[src/rtl/mbus_pkg.sv]
// Memory bus controller shared types: FSM state encoding and timeout default.
// Latency: n/a (declarations only).
// Backpressure: n/a.
package mbus_pkg;

  // Bus handshake phases; IDLE is zero so reset and decode stay trivial.
  typedef enum logic [1:0] {
    IDLE = 2'd0,
    REQ  = 2'd1,
    DROP = 2'd2
  } mbus_state_t;

  // Default no-answer limit in REQ cycles, and width of the counter behind it.
  localparam int TIMEOUT_DEF = 200;
  localparam int TMO_W       = 8;

endpackage

[src/rtl/mbus_tmo.sv]
// No-answer watchdog: counts REQ cycles and flags the cycle that reaches TIMEOUT.
// Latency: expire is combinational from the counter and qualified by en (the Nth en cycle).
// Backpressure: none; clr restarts the count, en advances it.
module mbus_tmo
  import mbus_pkg::*;
#(
  parameter int TIMEOUT = TIMEOUT_DEF
) (
  input  logic __clk,
  input  logic __rst_,
  input  logic clr,
  input  logic en,
  output logic expire
);

  logic [TMO_W-1:0] cnt;

  // Count enabled cycles since the last clear; the first enabled cycle sees 0.
  always_ff @(posedge __clk or negedge __rst_) begin
    if (!__rst_) begin
      cnt <= '0;
    end else if (clr) begin
      cnt <= '0;
    end else if (en) begin
      cnt <= cnt + 1'b1;
    end
  end

  // Count value TIMEOUT-1 means this is the TIMEOUT-th waiting cycle.
  assign expire = en && (cnt == 8'(TIMEOUT - 1));

endmodule

[src/rtl/mbus_ctl.sv]
// Memory bus master: latches an ALU read/write, runs REQ/DROP handshake, returns read data.
// Latency: start edge -> REQ next cycle; done/alarm pulse the cycle after m_ok/m_en is seen.
// Backpressure: rd/wr are ignored while busy; DROP holds until responder releases m_ok/m_en.
// Build option: define MBUS_TIMEOUT_EN to enable the no-answer watchdog (TIMEOUT cycles).
module mbus_ctl
  import mbus_pkg::*;
#(
  parameter int TIMEOUT = TIMEOUT_DEF
) (
  input  logic        __clk,
  input  logic        __rst_,
  input  logic        rd,
  input  logic        wr,
  input  logic [0:15] dad,
  input  logic [0:15] ddt,
  input  logic [0:3]  nb,
  input  logic        m_ok,
  input  logic        m_en,
  output logic        m_req,
  output logic        m_w,
  output logic [0:15] m_ad,
  output logic [0:15] m_dt,
  output logic [0:3]  m_nb,
  input  logic [0:15] m_rdt,
  output logic [0:15] rdt,
  output logic        busy,
  output logic        done,
  output logic        alarm
);

  mbus_state_t state, state_nx;
  logic        start;
  logic        rd_cap;
  logic        done_nx;
  logic        alarm_nx;
  logic        tmo_exp;

`ifdef MBUS_TIMEOUT_EN
  mbus_tmo #(
    .TIMEOUT (TIMEOUT)
  ) u_tmo (
    .__clk  (__clk),
    .__rst_ (__rst_),
    .clr    (start),
    .en     (state == REQ),
    .expire (tmo_exp)
  );
`else
  // Without the watchdog REQ waits forever; TIMEOUT is kept only for a uniform interface.
  logic [7:0] tmo_unused;
  assign tmo_unused = 8'(TIMEOUT);
  assign tmo_exp    = 1'b0;
`endif

  // State register; reset aborts any transaction on the spot.
  always_ff @(posedge __clk or negedge __rst_) begin
    if (!__rst_) begin
      state <= IDLE;
    end else begin
      state <= state_nx;
    end
  end

  // Next-state and pulse decode; m_en takes priority over m_ok, timeout is last resort.
  always_comb begin
    state_nx = state;
    start    = 1'b0;
    rd_cap   = 1'b0;
    done_nx  = 1'b0;
    alarm_nx = 1'b0;
    case (state)
      IDLE: begin
        if (rd || wr) begin
          start    = 1'b1;
          state_nx = REQ;
        end
      end
      REQ: begin
        if (m_en) begin
          alarm_nx = 1'b1;
          state_nx = DROP;
        end else if (m_ok) begin
          done_nx  = 1'b1;
          rd_cap   = !m_w;
          state_nx = DROP;
        end else if (tmo_exp) begin
          alarm_nx = 1'b1;
          state_nx = DROP;
        end
      end
      DROP: begin
        if (!m_ok && !m_en) begin
          state_nx = IDLE;
        end
      end
      default: state_nx = IDLE;
    endcase
  end

  // Request latches (only on accepted start) plus read data and status pulses.
  always_ff @(posedge __clk or negedge __rst_) begin
    if (!__rst_) begin
      m_w   <= 1'b0;
      m_ad  <= '0;
      m_dt  <= '0;
      m_nb  <= '0;
      rdt   <= '0;
      done  <= 1'b0;
      alarm <= 1'b0;
    end else begin
      if (start) begin
        // A coincident rd is dropped in favour of the write.
        m_w  <= wr;
        m_ad <= dad;
        m_nb <= nb;
        m_dt <= wr ? ddt : '0;
      end
      if (rd_cap) begin
        rdt <= m_rdt;
      end
      done  <= done_nx;
      alarm <= alarm_nx;
    end
  end

  // Bus request and busy decode straight from the state flops, no input paths.
  assign m_req = (state == REQ);
  assign busy  = (state != IDLE);

endmodule

[config.mk]
export PLATFORM = sky130hd
export DESIGN_NAME = mbus_ctl
export DESIGN_NICKNAME = d
export VERILOG_FILES = /design/src/rtl/mbus_pkg.sv /design/src/rtl/mbus_tmo.sv /design/src/rtl/mbus_ctl.sv
export SDC_FILE = /design/constraint.sdc
export NUM_CORES = 1
export LEC_CHECK = 0
export CAP_MARGIN = 5
export CORE_ASPECT_RATIO = 1.2
export CORE_MARGIN = 2
export CORE_UTILIZATION = 34
export DETAILED_ROUTE_END_ITERATION = 6
export GPL_TIMING_DRIVEN = 1
export HOLD_SLACK_MARGIN = 0.08
export PLACE_DENSITY_LB_ADDON = 0.08
export SETUP_SLACK_MARGIN = 0.3
export SYNTH_ARGS = -nofsm -noshare
export SYNTH_HDL_FRONTEND = slang
export SYNTH_HIERARCHICAL = 1
export SYNTH_SLANG_ARGS = --single-unit
[constraint.sdc]
create_clock -name __clk -period 1.8 [get_ports __clk]
set_input_delay 0.27 -clock __clk [delete_from_list [all_inputs] [get_ports __clk]]
set_output_delay 0.27 -clock __clk [all_outputs]
set_load 0.05 [all_outputs]
==> run_results.csv, run 1 <==
group,metric,value,unit
timing,max_freq,673,MHz
floorplanning,initial_core_util,35.2,%
power_and_ir_drop,vdd_drop_max,1.07,mV
clock_network,cts_tree,"yes",
critical_path,crit_chain,"nand2b_4 -> nor4b_4 -> buf_12 -> mux2_2",
timing,fin_tns_setup,0,ps
route,vias,1547,
clock_network,clock_latency,320,ps
floorplanning,num_rows,31,
run_status,status,"completed",
final_layout,layout_common_cells,"dfrtp_1 (56), clkdlybuf4s50_1 (56), mux2_2 (36)",
route,drc,0,
global_route,grt_pass1_vias,1563,
critical_path,crit_buf_inv,1,
min_path,hold_class,"input port to async pin",
power_and_ir_drop,power.share.clock,13.3,%
floorplanning,die_area,6880,sq um
clock_network,numCtsBuffers,9,
synth,syn-num-nets,188,
global_route,grt_usage,14.2,%
power_and_ir_drop,powerDensity,2180,nW/um^2
timing,finalSetupViolCount,0,
power_and_ir_drop,p_comb_share,57.8,%
synth,avgSynthCellArea,16.3,sq um
timing,finalWorstSetupSlack,314,ps
global_route,grt_pass1_wl,7.60,mm
global_route,top_usage_layer,"met2",
critical_path,end_kind,"flop",
synth,netlist_area,2120,sq um
power_and_ir_drop,intPower,3.99,mW
final_layout,drive_above_1_share,27.9,%
power_and_ir_drop,power.switching,3.79,mW
timing,finClkSkew,3.67,ps
route,final_antenna_net_count,0,
power_and_ir_drop,pwr-share-seq,28.9,%
floorplanning,die_w,76.1,microns
timing,hold_ws,476,ps
critical_path,cp_max_fo,16,
final_layout,num_antenna_cells,0,
critical_path,worstSetupStartpointType,"flop",
clock_network,root_buffer,"clkbuf_8",
floorplanning,io_pins,115,
final_layout,layout.nets,315,
global_route,use_met3,5.60,%
place,hpwl,3.31,mm
power_and_ir_drop,p_sw_share,48.7,%
synth,synth.distinct_cells,18,
critical_path,max_stage_delay,390,ps
place,gp_congestion,0.650,
place,dpl_worst_slack,84.1,ps
route,first_pass_iters,4,
clock_network,cts.sink_count,57,
clock_network,clk_pin_slew,60,ps
critical_path,cp.arrival,1690,ps
floorplanning,core-area,6010,sq um
power_and_ir_drop,p_total,7.77,mW
timing,hold_violations,0,
power_and_ir_drop,p_leak,1.62,nW
critical_path,critPathKind,"flop to flop",
timing,worst_pin_slew,510,ps
synth,yosysSeqAreaShare,67.3,%
flow_run,maxCapViolCount,0,
clock_network,htreeDepth,3,
global_route,grt_max_degree,58,
floorplanning,fp.dieH,90.5,microns
global_route,use_met1,17.5,%
route,wire_per_inst,13.7,microns
timing,slew_violations,0,
place,portBuffers,114,
timing,max_slew_margin,66.2,%
timing,finalCriticalPeriod,1490,ps
clock_network,post_cts_buffers,0,
clock_network,cts.path.max_buffers,2,
route,drt_iter0_markers,42,
global_route,gr-total-overflow,0,
global_route,antenna_found_initial,0,
final_layout,area_delta_synth_final,68.4,%
route,viasPerCell,4.50,
critical_path,worstPathRequired,2000,ps
critical_path,crit_slowest_cell,"dfrtp_1",
critical_path,cp_top_family,"simple AND/OR/NAND/NOR gates",
route,totalWireLength,4.73,mm
synth,synth_cells,130,
timing,finalCritPeriodShare,82.6,%
synth,ys_seq_elements,57,
synth,ys_warn_count,6,
timing,rsz0062_at_grt,"yes",
global_route,met2_usage,21.1,%
## power by group through the flow
stage	clock, mW	combinational, mW	sequential [mW]
detailed placement	0	4.87	2.26
finish	1.03	4.49	2.25
global placement	0	4.83	2.26
CTS	1.08	4.50	2.24
global route	1.12	4.68	2.33
floorplan	0	0.999	4.40
## synthesized netlist by cell type, drive strengths merged
master | instances | area (sq um)
a21o | 1 | 7.51
buf | 5 | 31.3
clkbuf | 1 | 3.75
and2 | 2 | 12.5
o21ai | 1 | 8.76
nand2 | 1 | 3.75
nand2b | 2 | 20.0
inv | 2 | 7.51
o31ai | 1 | 7.51
nor4b | 1 | 23.8
a22o | 16 | 140
dfrtp | 57 | 1430
nor2 | 2 | 7.51
nor3b | 1 | 7.51
a21oi | 1 | 5.00
mux2 | 36 | 405
## metrics by stage
step,area [sq um],utilization [%],cells
final,3570,59.3,344
after floorplan,2120,-,130
after global routing,3570,59.3,344
after CTS,3540,59.0,344
after detailed placement,3420,56.8,327
after global placement,3420,56.8,327
## repair_timing
| action | 4_1_cts | 5_1_grt |
|---|---|---|
| endpoints found under the hold margin | 57 | 0 |
| setup endpoints to repair | 67 | 59 |
| hold buffers | 1 | 0 |
| gates resized for setup | 56 | 33 |
| gates cloned | 0 | 0 |
## state kept, by name, indices dropped and copies added (netlist names)
signal	count
m_w	1
m_nb	4
rdt	16
m_dt	16
state	2
m_ad	16
alarm	1
done	1
## kinds of logic after synthesis
family / count (synthesis) / share of synthesized area (%)
AND/OR/NAND/NOR: 9 / 3.54
AO/OA/AOI/OAI: 20 / 7.97
multiplexers: 36 / 19.1
buffers and inverters: 8 / 2.01
flip-flops: 57 / 67.3
## worst min-delay path: cells and delay by family
family / cells / cell delay [ps]
buffers and inverters: 3 / 910
## path summary, 6_finish.rpt
check / start / end / slack, ps / depth (start not counted)
worst min register to register: m_dt[9] / m_dt[9] / 500 / 1
worst max register to register: state[1] / rdt[3] / 310 / 4
min in group __clk: m_dt[9] / m_dt[9] / 500 / 1
worst min-delay path: __rst_ / rdt[13] / 480 / 3
max in group asynchronous: __rst_ / m_w / 1050 / 3
worst max-delay path: state[1] / rdt[3] / 310 / 4
## per-layer routing
metal	routed length (microns)	share of wire, %
met5	0	0
met1	1950	41
met2	2250	48
met4	87	1.8
met3	442	9.4
## layout make-up
class | instances | area (sq um)
multi-input combinational | 65 | 658
sequential | 57 | 1430
clock inverter | 3 | 15.0
clock buffer | 13 | 159
tap | 82 | 103
timing repair buffer | 122 | 1200
fill | 515 | 2440
inverter | 2 | 7.51
(Power assumes the default switching activity.)
==> run 2, diff against run 1 <==
==> constraint.sdc (replaced) <==
create_clock -name __clk -period 1.5 [get_ports __clk]
set_input_delay 0.225 -clock __clk [delete_from_list [all_inputs] [get_ports __clk]]
set_output_delay 0.225 -clock __clk [all_outputs]
set_load 0.05 [all_outputs]
==> run 2 against run 1 <==
  * Worst hold slack lost 60 ps
  * Global-route usage grew 1.2 points
  * Worst setup slack lost 280 ps
  * Core utilization grew 1.7 points
  * Via count grew 1.6%
==> run_results.csv, run 2 (synthesis gave the netlist of run 1 again) <==
group,metric,value,unit
global_route,grt_usage,15.4,%
critical_path,end_kind,"flop",
timing,slew_violations,0,
clock_network,htreeDepth,3,
final_layout,drive_above_1_share,49.1,%
timing,max_freq,683,MHz
final_layout,fillers,503,
critical_path,worstPathRequired,1700,ps
global_route,antenna_found_initial,0,
final_layout,final_common_cell,"buf_4",
floorplanning,die_area,6880,sq um
floorplanning,num_rows,31,
critical_path,r2r_setup_slack,30,ps
global_route,gr-total-overflow,0,
critical_path,cp_max_fo,16,
clock_network,cts.path.max_buffers,2,
clock_network,cts.sink_count,57,
final_layout,multi_input_area,671,sq um
timing,hold_violations,0,
route,final_antenna_net_count,0,
place,hpwl,3.42,mm
global_route,grt_max_degree,58,
final_layout,area_delta_synth_final,73.2,%
floorplanning,initial_core_util,35.2,%
route,viasPerCell,4.45,
route,wire_per_inst,14.2,microns
final_layout,num_antenna_cells,0,
place,portBuffers,114,
final_layout,regArea,1430,sq um
route,drc,0,
floorplanning,io_pins,115,
timing,finalSetupViolCount,0,
clock_network,clk_pin_slew,60,ps
timing,finalCriticalPeriod,1470,ps
clock_network,cts_tree,"yes",
clock_network,numCtsBuffers,9,
timing,finClkSkew,7.23,ps
route,vias,1571,
timing,hold_ws,415,ps
final_layout,reg_top3,"m_ad x16, m_dt x16, rdt x16",
route,totalWireLength,5.00,mm
timing,worst_pin_slew,308,ps
critical_path,cp.arrival,1670,ps
floorplanning,fp.dieH,90.5,microns
place,gp_congestion,0.678,
critical_path,critPathKind,"flop to flop",
route,drt_iter0_markers,57,
global_route,grt_pass1_wl,8.15,mm
floorplanning,die_w,76.1,microns
timing,rsz0062_at_grt,"yes",
run_status,status,"completed",
final_layout,layout_common_cells,"buf_4 (57), clkdlybuf4s50_1 (56), dfrtp_1 (55)",
final_layout,layout.nets,324,
global_route,grt_pass1_vias,1679,
timing,max_slew_margin,79.5,%
critical_path,worstSetupStartpointType,"flop",
min_path,hold_class,"input port to async pin",
clock_network,clock_latency,330,ps
timing,finalCritPeriodShare,97.7,%
route,first_pass_iters,4,
floorplanning,core-area,6010,sq um
flow_run,maxCapViolCount,0,
clock_network,root_buffer,"clkbuf_8",
-- run 2: cell count changes in the layout (fill, tap and decap cells not counted), sizes merged --
cell	change
buf	+58
dlygate4sd2	-15
clkdlybuf4s15	-32
clkbuf	-2
-- run 2: routing by layer --
| layer | global-route usage (%) | wire, microns | share of wire [%] |
|---|---|---|---|
| met1 | 18.4 | 1990 | 40 |
| met2 | 24.6 | 2490 | 50 |
| met3 | 4.90 | 396 | 7.9 |
| met4 | 9.09 | 112 | 2.2 |
| met5 | 0 | 0 | 0 |
-- run 2: repair_timing --
| action | in CTS | in global routing |
|---|---|---|
| gates resized for setup | 10 | 4 |
| endpoints found under the setup margin | 54 | 56 |
| gates cloned | 2 | 0 |
| pin swaps | 1 | 2 |
| endpoints found under the hold margin | 57 | 0 |
| setup buffers | 4 | 0 |
| hold buffers | 1 | 0 |
-- run 2: stage by stage --
step           worst slack (ps)  setup TNS [ps]  area (sq um)  instances  util [%]
2_1_floorplan              -146           -1460          2160        130         -
3_3_place_gp               -151           -3800          3370        330      56.1
3_5_place_dp               -199           -4500          3370        330      56.1
4_1_cts                    16.7               0          3670        353      61.0
5_1_grt                   -30.9            -433          3670        353      61.0
6_report                   34.9               0          3670        353      61.0
-- run 2: final cells by class --
| cell class | count | area share, % |
|---|---|---|
| clock buffer | 13 | 4.33 |
| clock inverter | 3 | 0.409 |
| inverter | 2 | 0.273 |
| multi-input combinational | 65 | 18.3 |
| sequential | 57 | 38.9 |
| tap | 82 | 2.80 |
| timing repair buffer | 131 | 35.0 |
-- run 2: critical path: stages, from the launching register on --
cell and delay [ps]:
dfrtp_1 370, nand2b_4 160, nor4b_4 280, buf_12 190
mux2_2 340
-- run 2: worst paths after layout --
check | endpoint | depth (start not counted) | from
worst max-delay path | rdt[9] | 4 | state[1]
worst min-delay path | rdt[15] | 3 | __rst_
worst max register to register | rdt[9] | 4 | state[1]
worst min register to register | m_dt[6] | 1 | m_dt[6]
max in group asynchronous | m_w | 3 | __rst_
min in group __clk | m_dt[13] | 2 | ddt[13]
Power of run 2 is left out: the tool's default activity adds up to more than one toggle a clock period on the data nets, which glitch-free logic cannot reach.
==> run 3, diff against run 2 <==
==> constraint.sdc (replaced) <==
create_clock -name __clk -period 1.2 [get_ports __clk]
set_input_delay 0.18 -clock __clk [delete_from_list [all_inputs] [get_ports __clk]]
set_output_delay 0.18 -clock __clk [all_outputs]
set_load 0.05 [all_outputs]
==> run 3 against run 2 <==
  * The run now ends with setup timing left
  * Worst setup slack got worse by 300 ps
  * Count of clock-buffer cells in the layout is the same
  * Fmax down 0.24%
  * Global-route usage increased by 1.6 points
  * Sequential share of layout area is 7.2 points lower
  * Clock skew decreased by 1.7 ps
  * Die area stayed put
  * Critical path depth grew 1
  * Core utilization up 14 points
==> run_results.csv, run 3 (synthesis gave the netlist of run 1 again) <==
group,metric,value,unit
run_status,status,"complete, but fails checks",
run_status,violations,"setup timing",
route,totalWireLength,5.76,mm
global_route,gr-total-overflow,0,
critical_path,max_stage_delay,380,ps
timing,rsz0062_at_grt,"yes",
final_layout,num_antenna_cells,0,
global_route,grt_usage,17.1,%
timing,worst_pin_slew,310,ps
clock_network,cts_tree,"yes",
final_layout,drive_above_1_share,51.8,%
timing,finClkSkew,5.51,ps
floorplanning,die_w,76.1,microns
critical_path,cp_max_fo,16,
timing,finalWorstSetupSlack,-269,ps
critical_path,worstSetupStartpointType,"flop",
final_layout,finish.utilization,74.8,%
route,final_antenna_net_count,0,
flow_run,maxCapViolCount,0,
route,drc,0,
route,viasPerCell,4.61,
power_and_ir_drop,power.switching,6.58,mW
power_and_ir_drop,p_sw_share,41.2,%
timing,fin_tns_setup,-12400,ps
clock_network,cts.sink_count,57,
place,dpl_worst_slack,-427,ps
power_and_ir_drop,p_total,16.0,mW
global_route,grt_pass1_vias,1792,
final_layout,area_delta_synth_final,112,%
power_and_ir_drop,power.share.clock,10.8,%
critical_path,crit_slowest_cell,"dfrtp_1",
power_and_ir_drop,vdd_drop_max,1.95,mV
floorplanning,core-area,6010,sq um
critical_path,cp_top_family,"flip-flops",
timing,slew_violations,0,
final_layout,layout.nets,337,
place,portBuffers,114,
clock_network,root_buffer,"clkbuf_8",
critical_path,critPathKind,"flop to flop",
final_layout,final_area,4490,sq um
floorplanning,io_pins,115,
power_and_ir_drop,intPower,9.39,mW
floorplanning,die_area,6880,sq um
global_route,grt_pass1_wl,9.13,mm
floorplanning,num_rows,31,
route,vias,1686,
place,dp_cells,332,
route,first_pass_iters,4,
clock_network,clock_latency,320,ps
critical_path,crit_chain,"buf_6 -> nand2b_4 -> nor4b_4 -> buf_12 -> mux2_2",
clock_network,htreeDepth,3,
timing,finalSetupViolCount,57,
timing,max_slew_margin,79.3,%
final_layout,layoutNonFillerInstCount,366,
critical_path,worstPathRequired,1410,ps
clock_network,clk_pin_slew,60,ps
place,hpwl,3.87,mm
power_and_ir_drop,p_leak,2.00,nW
timing,hold_ws,372,ps
final_layout,reg_top3,"m_ad x16, m_dt x16, rdt x16",
clock_network,cts.path.max_buffers,2,
critical_path,crit_buf_inv,2,
critical_path,cp.arrival,1670,ps
floorplanning,fp.dieH,90.5,microns
route,wire_per_inst,15.7,microns
global_route,antenna_found_initial,0,
timing,hold_violations,0,
final_layout,final_common_cell,"buf_12",
place,placed_area,4040,sq um
timing,finalCritPeriodShare,122,%
final_layout,fillers,393,
place,gp_congestion,0.689,
floorplanning,initial_core_util,35.2,%
power_and_ir_drop,powerDensity,3550,nW/um^2
critical_path,end_kind,"flop",
power_and_ir_drop,p_comb_share,65.0,%
final_layout,layout_common_cells,"buf_12 (60), dfrtp_1 (56), clkdlybuf4s50_1 (56)",
clock_network,numCtsBuffers,9,
min_path,hold_class,"input port to async pin",
route,drt_iter0_markers,83,
timing,max_freq,681,MHz
power_and_ir_drop,pwr-share-seq,24.2,%
global_route,grt_max_degree,58,
timing,finalCriticalPeriod,1470,ps
run 3: worst paths after layout:
| kind | startpoint | endpoint | slack (ps) | cells past startpoint |
|---|---|---|---|---|
| max | state[0] | rdt[9] | -270 | 5 |
| min | __rst_ | rdt[11] | 370 | 3 |
| min reg2reg | m_dt[2] | m_dt[2] | 560 | 1 |
| max in group asynchronous | __rst_ | m_nb[2] | 550 | 3 |
| max reg2reg | state[0] | rdt[9] | -270 | 5 |
| min in group __clk | ddt[2] | m_dt[2] | 460 | 2 |
run 3: power by group through the flow:
stage	sequential [mW]	clock [mW]	combinational (mW)
after floorplan	6.61	0	1.66
after global placement	3.87	0	9.50
after detailed placement	3.91	0	9.58
after CTS	3.88	1.77	10.0
after global routing	3.98	1.86	10.7
final	3.87	1.72	10.4
run 3: cell type report:
type	count	area [sq um]	share of cell area (%)
Timing Repair Buffer	143	2050	45.7
Sequential cell	57	1430	31.8
Multi-Input combinational cell	66	712	15.8
Clock buffer	13	149	3.31
Tap cell	82	103	2.28
Clock inverter	3	40.0	0.891
Inverter	2	11.3	0.251
run 3: timing repair:
item,4_1_cts,5_1_grt
pin swaps,2,1
gates cloned,1,3
endpoints found under the hold margin,57,0
resized for setup,13,11
setup buffers,7,6
setup endpoints to repair,114,114
hold buffers,1,0
run 3: worst min-delay path, cell delays in order:
cell           delay (ps)
dlygate4sd3_1         520
buf_2                 120
buf_12                270
run 3: metal layers:
metal	GRT usage [%]	routed length, microns	part of all wire (%)	vias up
met2	27.4	2920	51	68
met5	0	0	0	-
met1	20.6	2360	41	847
met3	5.90	409	7.1	7
li1	-	-	-	764
met4	8.18	72	1.3	0
